## config.mk

```make
export PLATFORM = sky130hd
export DESIGN_NAME = mem_port_arbiter
export DESIGN_NICKNAME = d
export VERILOG_FILES = /design/src/rtl/mem_port_arbiter.sv
export SDC_FILE = /design/constraint.sdc
export NUM_CORES = 1
export LEC_CHECK = 0
export BUFFER_PORTS_ARGS = -buffer_cell sky130_fd_sc_hd__buf_2
export CAP_MARGIN = 25
export CORE_MARGIN = 2
export CORE_UTILIZATION = 45
export CTS_BUF_LIST = sky130_fd_sc_hd__clkbuf_2
export DETAILED_ROUTE_END_ITERATION = 10
export HOLD_SLACK_MARGIN = 0.1
export PLACE_DENSITY = 0.85
export SLEW_MARGIN = 20
export SYNTH_ARGS = -nofsm -noshare
export SYNTH_HDL_FRONTEND = slang
export SYNTH_SLANG_ARGS = --single-unit
export TNS_END_PERCENT = 5
```

## constraint.sdc

```tcl
create_clock -name pc_clk -period 4.35 [get_ports pc_clk]
set_input_delay 0.435 -clock pc_clk [delete_from_list [all_inputs] [get_ports pc_clk]]
set_output_delay 0.435 -clock pc_clk [all_outputs]
set_load 0.05 [all_outputs]
```

## src/rtl/mem_port_arbiter.sv

```systemverilog
`default_nettype none
// ============================================================================
// mem_port_arbiter : shares one single-port memory between fetch, data and
//                    loader requesters with fixed-latency sequencing.
// Revision: 1.0
// ============================================================================
module mem_port_arbiter #(
  parameter int          MEM_LATENCY   = 1,
  parameter int          STARVE_LIMIT  = 4,
  parameter logic [31:0] PROTECT_LIMIT = 32'h0000_0400
) (
  input  logic        pc_clk,
  input  logic        reset,
  input  logic        fetch_req,
  input  logic [31:0] fetch_addr,
  output logic        fetch_ack,
  input  logic        data_req,
  input  logic [31:0] data_addr,
  input  logic        data_we,
  input  logic [31:0] data_wdata,
  output logic        data_ack,
  output logic        data_err,
  input  logic        ldr_req,
  input  logic [31:0] ldr_addr,
  input  logic        ldr_we,
  input  logic [31:0] ldr_wdata,
  output logic        ldr_ack,
  output logic [31:0] rdata,
  output logic [31:0] mem_address,
  output logic [31:0] mem_data_in,
  output logic        mem_write_enable,
  input  logic [31:0] mem_data_out,
  output logic        busy,
  output logic [1:0]  grant_id
);

  typedef enum logic [1:0] {
    S_IDLE   = 2'd0,
    S_ACCESS = 2'd1,
    S_RESP   = 2'd2
  } state_t;

  localparam logic [3:0] c_lat_init   = 4'(MEM_LATENCY);
  localparam logic [3:0] c_starve_lim = 4'(STARVE_LIMIT);
  localparam logic [1:0] c_id_none    = 2'd0;
  localparam logic [1:0] c_id_fetch   = 2'd1;
  localparam logic [1:0] c_id_data    = 2'd2;
  localparam logic [1:0] c_id_ldr     = 2'd3;

  state_t      r_state;
  state_t      w_state_nxt;
  logic [31:0] r_addr;
  logic [31:0] r_wdata;
  logic        r_we;
  logic        r_blocked;
  logic        r_first;
  logic [3:0]  r_lat_cnt;
  logic [3:0]  r_starve_cnt;
  logic [1:0]  r_grant_id;
  logic        r_fetch_ack;
  logic        r_data_ack;
  logic        r_data_err;
  logic        r_ldr_ack;
  logic [31:0] r_rdata;

  logic [1:0]  w_win;
  logic [31:0] w_sel_addr;
  logic [31:0] w_sel_wdata;
  logic        w_sel_we;
  logic        w_sel_blocked;
  logic        w_fetch_override;
  logic        w_last;

  // Fetch outranks data only once it has lost STARVE_LIMIT arbitrations in a row
  assign w_fetch_override = fetch_req && (r_starve_cnt == c_starve_lim);
  assign w_last           = (r_state == S_ACCESS) && (r_lat_cnt == 4'd1);

  always_comb begin
    w_win         = c_id_none;
    w_sel_addr    = fetch_addr;
    w_sel_wdata   = '0;
    w_sel_we      = 1'b0;
    w_sel_blocked = 1'b0;
    if (ldr_req) begin
      w_win       = c_id_ldr;
      w_sel_addr  = ldr_addr;
      w_sel_wdata = ldr_wdata;
      w_sel_we    = ldr_we;
    end else if (data_req && !w_fetch_override) begin
      w_win         = c_id_data;
      w_sel_addr    = data_addr;
      w_sel_wdata   = data_wdata;
      w_sel_we      = data_we;
      w_sel_blocked = data_we && (data_addr < PROTECT_LIMIT);
    end else if (fetch_req) begin
      w_win = c_id_fetch;
    end
  end

  always_comb begin
    w_state_nxt = r_state;
    case (r_state)
      S_IDLE:   if (w_win != c_id_none) w_state_nxt = S_ACCESS;
      S_ACCESS: if (w_last) w_state_nxt = S_RESP;
      S_RESP:   w_state_nxt = S_IDLE;
      default:  w_state_nxt = S_IDLE;
    endcase
  end

  always_ff @(posedge pc_clk) begin
    if (!reset) r_state <= S_IDLE;
    else        r_state <= w_state_nxt;
  end

  always_ff @(posedge pc_clk) begin
    if (!reset) begin
      r_addr       <= '0;
      r_wdata      <= '0;
      r_we         <= 1'b0;
      r_blocked    <= 1'b0;
      r_first      <= 1'b0;
      r_lat_cnt    <= '0;
      r_starve_cnt <= '0;
      r_grant_id   <= c_id_none;
      r_fetch_ack  <= 1'b0;
      r_data_ack   <= 1'b0;
      r_data_err   <= 1'b0;
      r_ldr_ack    <= 1'b0;
      r_rdata      <= '0;
    end else begin
      case (r_state)
        S_IDLE: begin
          if (!fetch_req || (w_win == c_id_fetch))
            r_starve_cnt <= '0;
          else if (r_starve_cnt < c_starve_lim)
            r_starve_cnt <= r_starve_cnt + 4'd1;
          if (w_win != c_id_none) begin
            r_addr     <= w_sel_addr;
            r_wdata    <= w_sel_wdata;
            r_we       <= w_sel_we;
            r_blocked  <= w_sel_blocked;
            r_grant_id <= w_win;
            r_lat_cnt  <= c_lat_init;
            r_first    <= 1'b1;
          end
        end
        S_ACCESS: begin
          r_first   <= 1'b0;
          r_lat_cnt <= r_lat_cnt - 4'd1;
          if (w_last) begin
            r_rdata     <= r_we ? 32'd0 : mem_data_out;
            r_fetch_ack <= (r_grant_id == c_id_fetch);
            r_data_ack  <= (r_grant_id == c_id_data);
            r_ldr_ack   <= (r_grant_id == c_id_ldr);
            r_data_err  <= r_blocked;
          end
        end
        default: begin
          r_fetch_ack <= 1'b0;
          r_data_ack  <= 1'b0;
          r_ldr_ack   <= 1'b0;
          r_data_err  <= 1'b0;
          r_rdata     <= '0;
          r_grant_id  <= c_id_none;
        end
      endcase
    end
  end

  assign mem_address      = (r_state == S_ACCESS) ? r_addr  : 32'd0;
  assign mem_data_in      = (r_state == S_ACCESS) ? r_wdata : 32'd0;
  assign mem_write_enable = (r_state == S_ACCESS) && r_first && r_we && !r_blocked;
  assign busy             = (r_state != S_IDLE);
  assign grant_id         = r_grant_id;
  assign fetch_ack        = r_fetch_ack;
  assign data_ack         = r_data_ack;
  assign data_err         = r_data_err;
  assign ldr_ack          = r_ldr_ack;
  assign rdata            = r_rdata;

endmodule
`default_nettype wire

```

==> impl_metrics.ini, run 1 <==
[finish]
stdcell_area_um2 = 9370
nets = 1366
final_core_util_pct = 73.7
syn_to_final_growth_pct = 58.2
drive_gt1_share_pct = 32.8
fillerInstances = 911
fin_cells = 1348

[placed_design]
dp_cells = 1141
dpl_cell_area_um2 = 7360
io_buffers = 302
dp_hpwl_um = 12700
place_ws_ps = 1850
gp_congestion = 0.916

[sta]
tightestPinTransition_ps = 945
fin_crit_ps = 3800
maxSlewViolCount = 0
hold_violations = 0
fmax_ghz = 0.263
finalClockSkew_ps = 49.2
fin_ws_ps = 554
rsz0062_at_grt = no
setup_violations = 0
fin_crit_sh_pct = 87.3
tns_ps = 0
slew_headroom_pct = 37.0

[synth]
synthTopCellsByCount = dfxtp_1, nand3_1, and2_1
syn_inst = 731
synth.cell_area_um2 = 5920
synth_edf_count = 0
yosys_warnings = 0
synth_flop_cell = dfxtp_1
synth.area.top_cells = dfxtp_1, nand3_1, and2_1
yosysSeqAreaShare_pct = 38.9
synth_nets = 934
synth_top_area_share_pct = 38.9
syn_avg_cell_area_um2 = 8.10
synth-seq-cells = 115
synth_largest_area_cell = dfxtp_1
yosysMostFrequentCell = dfxtp_1
async_reset_ff_share_pct = 0
synth_cell_types = 47

[floorplanning]
start_util_pct = 46.6
rows = 41
die_area_um2 = 14100
boundaryPins = 303
die-width_um = 119
chipHeight_um = 119
core_region_area_um2 = 12700

[setup_path]
worstPathRequired_ps = 4980
cp.arrival_ps = 4420
worstPathMaxFanout = 36
cp-start-kind = register
end_kind = register
worst-setup-path-type = register to register

[outcome]
status = complete, no violations

[routing]
vias = 7640
highest_layer = met4
firstDrtPassIters = 6
met2_length_um = 11600
drc_errors = 0
dr_wl_met3_um = 2060
ant_nets = 0
drt_iter0_markers = 832
wl_met1_um = 8830
via_per_inst = 5.67
wl_per_cell_um = 17.7
wirelength_um = 23800

[pwr]
p_leak_nw = 4.35
p_per_area_nw_per_um2 = 328
peakVddDrop_mv = 0.170

[cts]
cts_max_level = 4
clk_latency_ps = 710
cts.path.max_buffers = 2
clock_sinks = 115
clk_pin_slew_ps = 170
clockRootBuffer = clkbuf_2
post-cts-setup-buffers = 0
numCtsBuffers = 17
cts_tree = done

[global_route]
grt_pass1_vias = 7768
grtUsageTotal_pct = 32.7
grt_max_degree = 108
grt_pass1_wl_um = 37400
antenna_found_initial = 1
grt_overflow = 0

[flow_run]
maxCapViolations = 0

[worst_hold_path]
hold_path.class = input pin to register
## routing by layer
layer | global-route usage, % | up-vias
met2 | 56.9 | 518
met1 | 35.2 | 3528
met3 | 7.87 | 122
met5 | 0 | -
met4 | 21.4 | 0
li1 | - | 3472
## critical path, cell delays in order (launching register included)
cell,delay [ps]
dfxtp_1,370
inv_1,80
ha_1,220
nand4b_4,480
nand2_1,860
buf_6,260
a21oi_1,100
dlygate4sd3_1,580
o21ai_0,190
dlygate4sd3_1,590
## cell type report
class	count	area (um^2)	area share (%)
sequential	115	2300	24.6
clock inverter	12	164	1.75
timing repair buffer	487	3350	35.7
clock buffer	19	95.1	1.01
inverter	10	37.5	0.400
tap	172	215	2.30
multi-input combinational	532	3210	34.2
antenna	1	2.50	0.0267
## path summary, 6_finish.rpt
path,startpoint,to,slack [ps],cells past startpoint
min reg2reg,rdata[14],rdata[14],470,2
max,r_starve_cnt[0],r_addr[1],550,9
min,ldr_addr[22],r_addr[22],180,4
max reg2reg,r_starve_cnt[0],r_addr[1],550,9
## sequential cells by signal, indices dropped and copies added, names as in the netlist
name          count
r_addr           32
fetch_ack         1
r_wdata          32
r_blocked         1
data_err          1
rdata            32
grant_id          2
r_starve_cnt      4
r_we              1
r_first           1
r_state           2
data_ack          1
r_lat_cnt         4
ldr_ack           1
## cells in the final DEF, fill, tap and decap left out, drive strengths merged, types with 2 or more instances in the layout
cell type | netlist | routed
a21boi | 35 | 35
a21o | 2 | 2
a21oi | 40 | 40
a221oi | 34 | 34
a31o | 32 | 32
and2 | 65 | 65
and3 | 2 | 2
buf | 46 | 312
bufinv | 0 | 4
clkbuf | 28 | 19
clkinv | 0 | 7
dfxtp | 115 | 115
dlygate4sd3 | 0 | 175
ha | 4 | 4
inv | 10 | 10
nand2 | 41 | 41
nand2b | 35 | 35
nand3 | 99 | 99
nand4 | 2 | 2
nand4b | 3 | 3
nor2 | 39 | 39
nor2b | 2 | 2
nor3 | 2 | 2
nor3b | 2 | 2
nor4 | 7 | 7
o211a | 2 | 2
o211ai | 2 | 2
o21ai | 71 | 71
o31ai | 2 | 2
xnor2 | 2 | 2
## cell families after synthesis
group | after synthesis | synth area share (%)
XOR/XNOR | 2 | 0.296
flip-flops | 115 | 38.9
buffers and inverters | 84 | 7.14
AO/OA/AOI/OAI | 226 | 25.8
adder cells (fa/ha/maj) | 4 | 0.845
AND/OR/NAND/NOR | 300 | 27.1
## through the flow
stage	total power, mW	hold slack, ps
3_5_place_dp	2.07	443
5_1_grt	3.22	121
3_3_place_gp	2.06	438
4_1_cts	3.04	101
2_1_floorplan	1.84	432
6_report	3.08	181
## power breakdown
group	internal [mW]	switching [mW]
Clock	0.373	0.414
Combinational	0.438	0.632
Sequential	1.16	0.0624
Total	1.97	1.11
## timing repair
| item | CTS | global route |
|---|---|---|
| hold buffers | 175 | 0 |
| gates resized for setup | 0 | 0 |
| hold endpoints to repair | 99 | 0 |
(Power assumes the default switching activity.)
==> inputs of run 2 (changes only) <==
ABC_AREA = 1   (was unset)
PLACE_DENSITY = 0.84   (was 0.85)
==> run 2 against run 1 <==
  * Highest routed layer unchanged
  * Worst hold slack got worse by 7.4 ps
  * Critical endpoint is now r_wdata[21]
  * First-iteration DRC count fell by 31%
  * Largest cell class is now multi-input combinational cells
  * Via count rose by 2.3%
  * Final cell count rose by 14%
  * Power rose by 2.8%
  * Sequential share of layout area rose by 0.069 points
  * Register-to-register slack improved by 660 ps
==> impl_metrics.ini, run 2 <==
[finish]
fillerInstances = 1065
drive_gt1_share_pct = 30.3
nets = 1541
syn_to_final_growth_pct = 48.5
layout_commonest_cell = buf_2
seqCellArea_um2 = 2300
final_core_util_pct = 67.9
final_cell_mix = buf_2, nand2_1, inv_1
multi_input_area_um2 = 3080

[cts]
post-cts-setup-buffers = 0
clk_latency_ps = 640
cts_resized = 0
numCtsBuffers = 17
clock_sinks = 115
cts.path.max_buffers = 2
hold_buffers = 130
cts_max_level = 4
clockRootBuffer = clkbuf_2
cts_tree = done
clk_pin_slew_ps = 180

[placed_design]
gp_congestion = 0.845
io_buffers = 302
dp_hpwl_um = 12600

[setup_path]
worstPathMaxFanout = 65
max_stage_delay_ps = 610
crit_top_cell = nand2_1
worstPathRequired_ps = 4950
crit_buf_inv = 5
r2r_slack_ps = 1220
crit_family = buffers and inverters
cp_cell_sequence = inv_1, ha_1, nand2_1, inv_1, nand2_1, nand2_2, nor2_4, buf_4, nand2_1, nand3_1, dlygate4sd3_1, nand2_1, inv_1
crit_path_top_delay_cell = buf_4
cp.arrival_ps = 3730
cp-start-kind = register
end_kind = register
worst-setup-path-type = register to register

[floorplanning]
boundaryPins = 303
die_area_um2 = 14900
rows = 43
core_region_area_um2 = 13800
die-width_um = 122
chipHeight_um = 122
start_util_pct = 45.7

[synth]
synthTopCellsByCount = nand2_1, inv_1, dfxtp_1
synth_largest_area_cell = dfxtp_1
synth-seq-cells = 115
synth_edf_count = 0
syn_inst = 937
async_reset_ff_share_pct = 0
yosys_warnings = 0
synth_flop_cell = dfxtp_1
yosysSeqAreaShare_pct = 36.6
synth.area.top_cells = dfxtp_1, nand2_1, inv_1
yosysMostFrequentCell = nand2_1
synth_top_area_share_pct = 36.6
synth_cell_types = 31
synth.cell_area_um2 = 6290
syn_avg_cell_area_um2 = 6.72
synth_nets = 1140

[sta]
slew_headroom_pct = 37.6
tightestPinTransition_ps = 934
fmax_ghz = 0.319
rsz0062_at_grt = no
tns_ps = 0
maxSlewViolCount = 0
finalClockSkew_ps = 31.1
setup_violations = 0
fin_crit_sh_pct = 72.0
hold_violations = 0
fin_crit_ps = 3130

[routing]
ant_nets = 0
wl_per_cell_um = 14.5
via_per_inst = 5.10
firstDrtPassIters = 5
drt_iter0_markers = 571
wirelength_um = 22200
drc_errors = 0
vias = 7816

[outcome]
status = complete, no violations

[global_route]
grt_overflow = 0
use_met2_pct = 50.1
grtUsageTotal_pct = 28.5
grt_pass1_vias = 7398
grt_pass1_wl_um = 33900
met1_usage_pct = 31.7
busiest_layer = met2
met3_usage_pct = 8.18
grt_max_degree = 67
antenna_found_initial = 2

[pwr]
power_frac_seq_pct = 38.8
p_comb_share_pct = 36.6
swShare_pct = 38.4
power_switching_mw = 1.22
peakVddDrop_mv = 0.190
p_leak_nw = 4.75
p_int_mw = 1.95
p_total_mw = 3.16
clock_power_share_pct = 24.6
p_per_area_nw_per_um2 = 339

[flow_run]
maxCapViolations = 0

[worst_hold_path]
hold_path.class = input pin to register
## run 2: kinds of logic after synthesis
group,count (synthesis),share of synthesized area (%)
flops,115,36.6
buf+inv,210,14.5
compound gates,150,12.8
simple gates,458,35.3
fa+ha+maj,4,0.795
## run 2: through the flow
step | hold WS [ps] | area, um^2 | instances | setup WS (ps)
finish | 174 | 9350 | 1534 | 1220
global route | 102 | 9340 | 1533 | 1010
CTS | 101 | 9300 | 1527 | 1300
detailed placement | 456 | 7740 | 1365 | 1660
global placement | 450 | 7740 | 1365 | 1790
floorplan | 440 | 6290 | 937 | 2260
## run 2: path summary, 6_finish.rpt
kind / start / end / cells after the start
max: r_starve_cnt[0] / r_wdata[21] / 13
min: ldr_addr[25] / r_addr[25] / 4
max reg2reg: r_starve_cnt[0] / r_wdata[21] / 13
min reg2reg: r_first / r_first / 2
## run 2: power groups by stage
stage               sequential, mW  combinational [mW]  clock (mW)
floorplan                     1.31               0.685           0
global placement              1.24               0.971           0
detailed placement            1.25               0.985           0
CTS                           1.22                1.12       0.788
global route                  1.24                1.25       0.843
finish                        1.23                1.16       0.778
## run 2: worst min-delay path, cell delays in order
cell	delay, ps
buf_2	70
or2_2	90
nand3_1	70
a21oi_1	110
## run 2: layer usage
metal,wire length (um),vias up
met3,2000,81
met5,0,-
met2,11100,468
met4,708,0
li1,-,3740
met1,8340,3527
## run 2: cell type report
type,count,share of cell area (%)
multi-input combinational,612,33.0
timing repair buffer,444,31.2
sequential,115,24.6
inverter,148,5.94
tap,180,2.41
clock inverter,13,1.77
clock buffer,19,1.02
antenna,3,0.0803
==> inputs of run 3 (changes only) <==
ABC_AREA = 0   (was 1)
PLACE_DENSITY = 0.85   (was 0.84)
clock period = 2.9 ns   (was 4.35 ns; I/O delays follow)
==> run 3 against run 2 <==
  * Critical path depth decreased by 4
  * Clock skew is 7.3 ps higher
  * Wire length grew 12%
  * First-iteration DRC count increased by 42%
  * Power is 49% higher
  * Global-route usage rose by 6.1 points
==> impl_metrics.ini, run 3 (synthesized netlist as in run 1, its figures left out) <==
[routing]
ant_nets = 0
drt_iter0_markers = 810
wl_per_cell_um = 18.0
drc_errors = 0
wirelength_um = 24900
vias = 7813
firstDrtPassIters = 6
via_per_inst = 5.65

[floorplanning]
chipHeight_um = 119
start_util_pct = 46.6
boundaryPins = 303
die_area_um2 = 14100
core_region_area_um2 = 12700
die-width_um = 119
rows = 41

[cts]
clockRootBuffer = clkbuf_2
cts.path.max_buffers = 2
cts_max_level = 4
cts_tree = done
clk_pin_slew_ps = 200
numCtsBuffers = 17
clock_sinks = 115
clk_latency_ps = 710

[sta]
tightestPinTransition_ps = 604
rsz0062_at_grt = no
hold_violations = 0
fmax_ghz = 0.362
tns_ps = 0
setup_violations = 0
whs_ps = 350
slew_headroom_pct = 59.6
finalClockSkew_ps = 38.4
fin_crit_sh_pct = 95.2
maxSlewViolCount = 0
fin_crit_ps = 2760

[finish]
stdcell_area_um2 = 9780
layout_commonest_cell = buf_2
syn_to_final_growth_pct = 65.1
multi_input_area_um2 = 3220
drive_gt1_share_pct = 32.9
seqCellArea_um2 = 2300
n_antenna_cell = 0
final_cell_mix = buf_2, dlygate4sd3_1, dfxtp_1
nets = 1402
fillerInstances = 852

[pwr]
p_per_area_nw_per_um2 = 481
peakVddDrop_mv = 0.292
p_leak_nw = 4.55

[placed_design]
dpl_cell_area_um2 = 7440
io_buffers = 302
dp_hpwl_um = 13300
gp_congestion = 0.900

[global_route]
grt_pass1_wl_um = 39400
grt_pass1_vias = 8086
grt_overflow = 0
grtUsageTotal_pct = 34.7
antenna_found_initial = 0
grt_max_degree = 62

[setup_path]
cp.arrival_ps = 3340
cp-start-kind = register
end_kind = register
worst-setup-path-type = register to register
worstPathRequired_ps = 3480
worstPathMaxFanout = 34

[outcome]
status = complete, no violations

[worst_hold_path]
hold_path.class = input pin to register

[flow_run]
maxCapViolations = 0
## run 3: cell types whose count changed in the layout (fill, tap and decap cells not counted), moves of 46 or more
cell / change
nand2_1: -144
inv_1: -132
dlygate4sd3_1: +68
and2_1: +65
a21oi_1: -58
nor2_1: -46
## run 3: worst max-delay path: stages (launching register included)
cell           delay, ps
dfxtp_2              370
inv_1                 80
ha_2                 210
nand4b_4             140
buf_12               200
a31o_2               250
a21oi_1              110
dlygate4sd3_1        560
o21ai_0              110
dlygate4sd3_1        600
## run 3: worst paths after layout
check / startpoint / endpoint / slack, ps / depth (start not counted)
worst max-delay path: r_starve_cnt[1] / r_addr[16] / 140 / 9
worst min-delay path: ldr_req / r_starve_cnt[0] / 350 / 4
worst max register to register: r_starve_cnt[1] / r_addr[16] / 140 / 9
worst min register to register: data_ack / data_ack / 480 / 2
## run 3: metrics by stage
stage          setup slack [ps]  total power [mW]  instances  utilization (%)
6_report                    140              4.71       1384             76.9
5_1_grt                   0.953              4.94       1384             76.9
4_1_cts                    56.3              4.62       1382             76.5
3_5_place_dp                845              3.14       1148             58.5
3_3_place_gp                857              3.12       1148             58.5
2_1_floorplan               867              2.76        731                -
## run 3: power breakdown
group,total [mW],switching [mW],internal (mW),leakage [nW]
logic,1.69,0.968,0.723,3.46
registers,1.84,0.0996,1.74,0.945
clock network,1.18,0.689,0.488,0.151
total,4.71,1.76,2.95,4.55
## run 3: what timing repair did
item	4_1_cts	5_1_grt
setup buffers	0	2
endpoints found under the setup margin	0	52
hold endpoints to repair	111	0
resized for setup	0	11
hold buffers	202	0
## run 3: cell type report
class	instances	share of cell area, %
clock inverter	15	1.83
inverter	10	0.384
clock buffer	17	0.870
multi-input combinational	532	32.9
tap	172	2.20
sequential	115	23.6
timing repair buffer	523	38.3
## run 3: per-layer routing
metal / vias up / track usage, % / routed length, um
met1: 3622 / 37.2 / 9140
met5: - / 0 / 0
met2: 519 / 60.6 / 12400
met4: 0 / 20.4 / 1170
li1: 3553 / - / -
met3: 119 / 9.65 / 2180
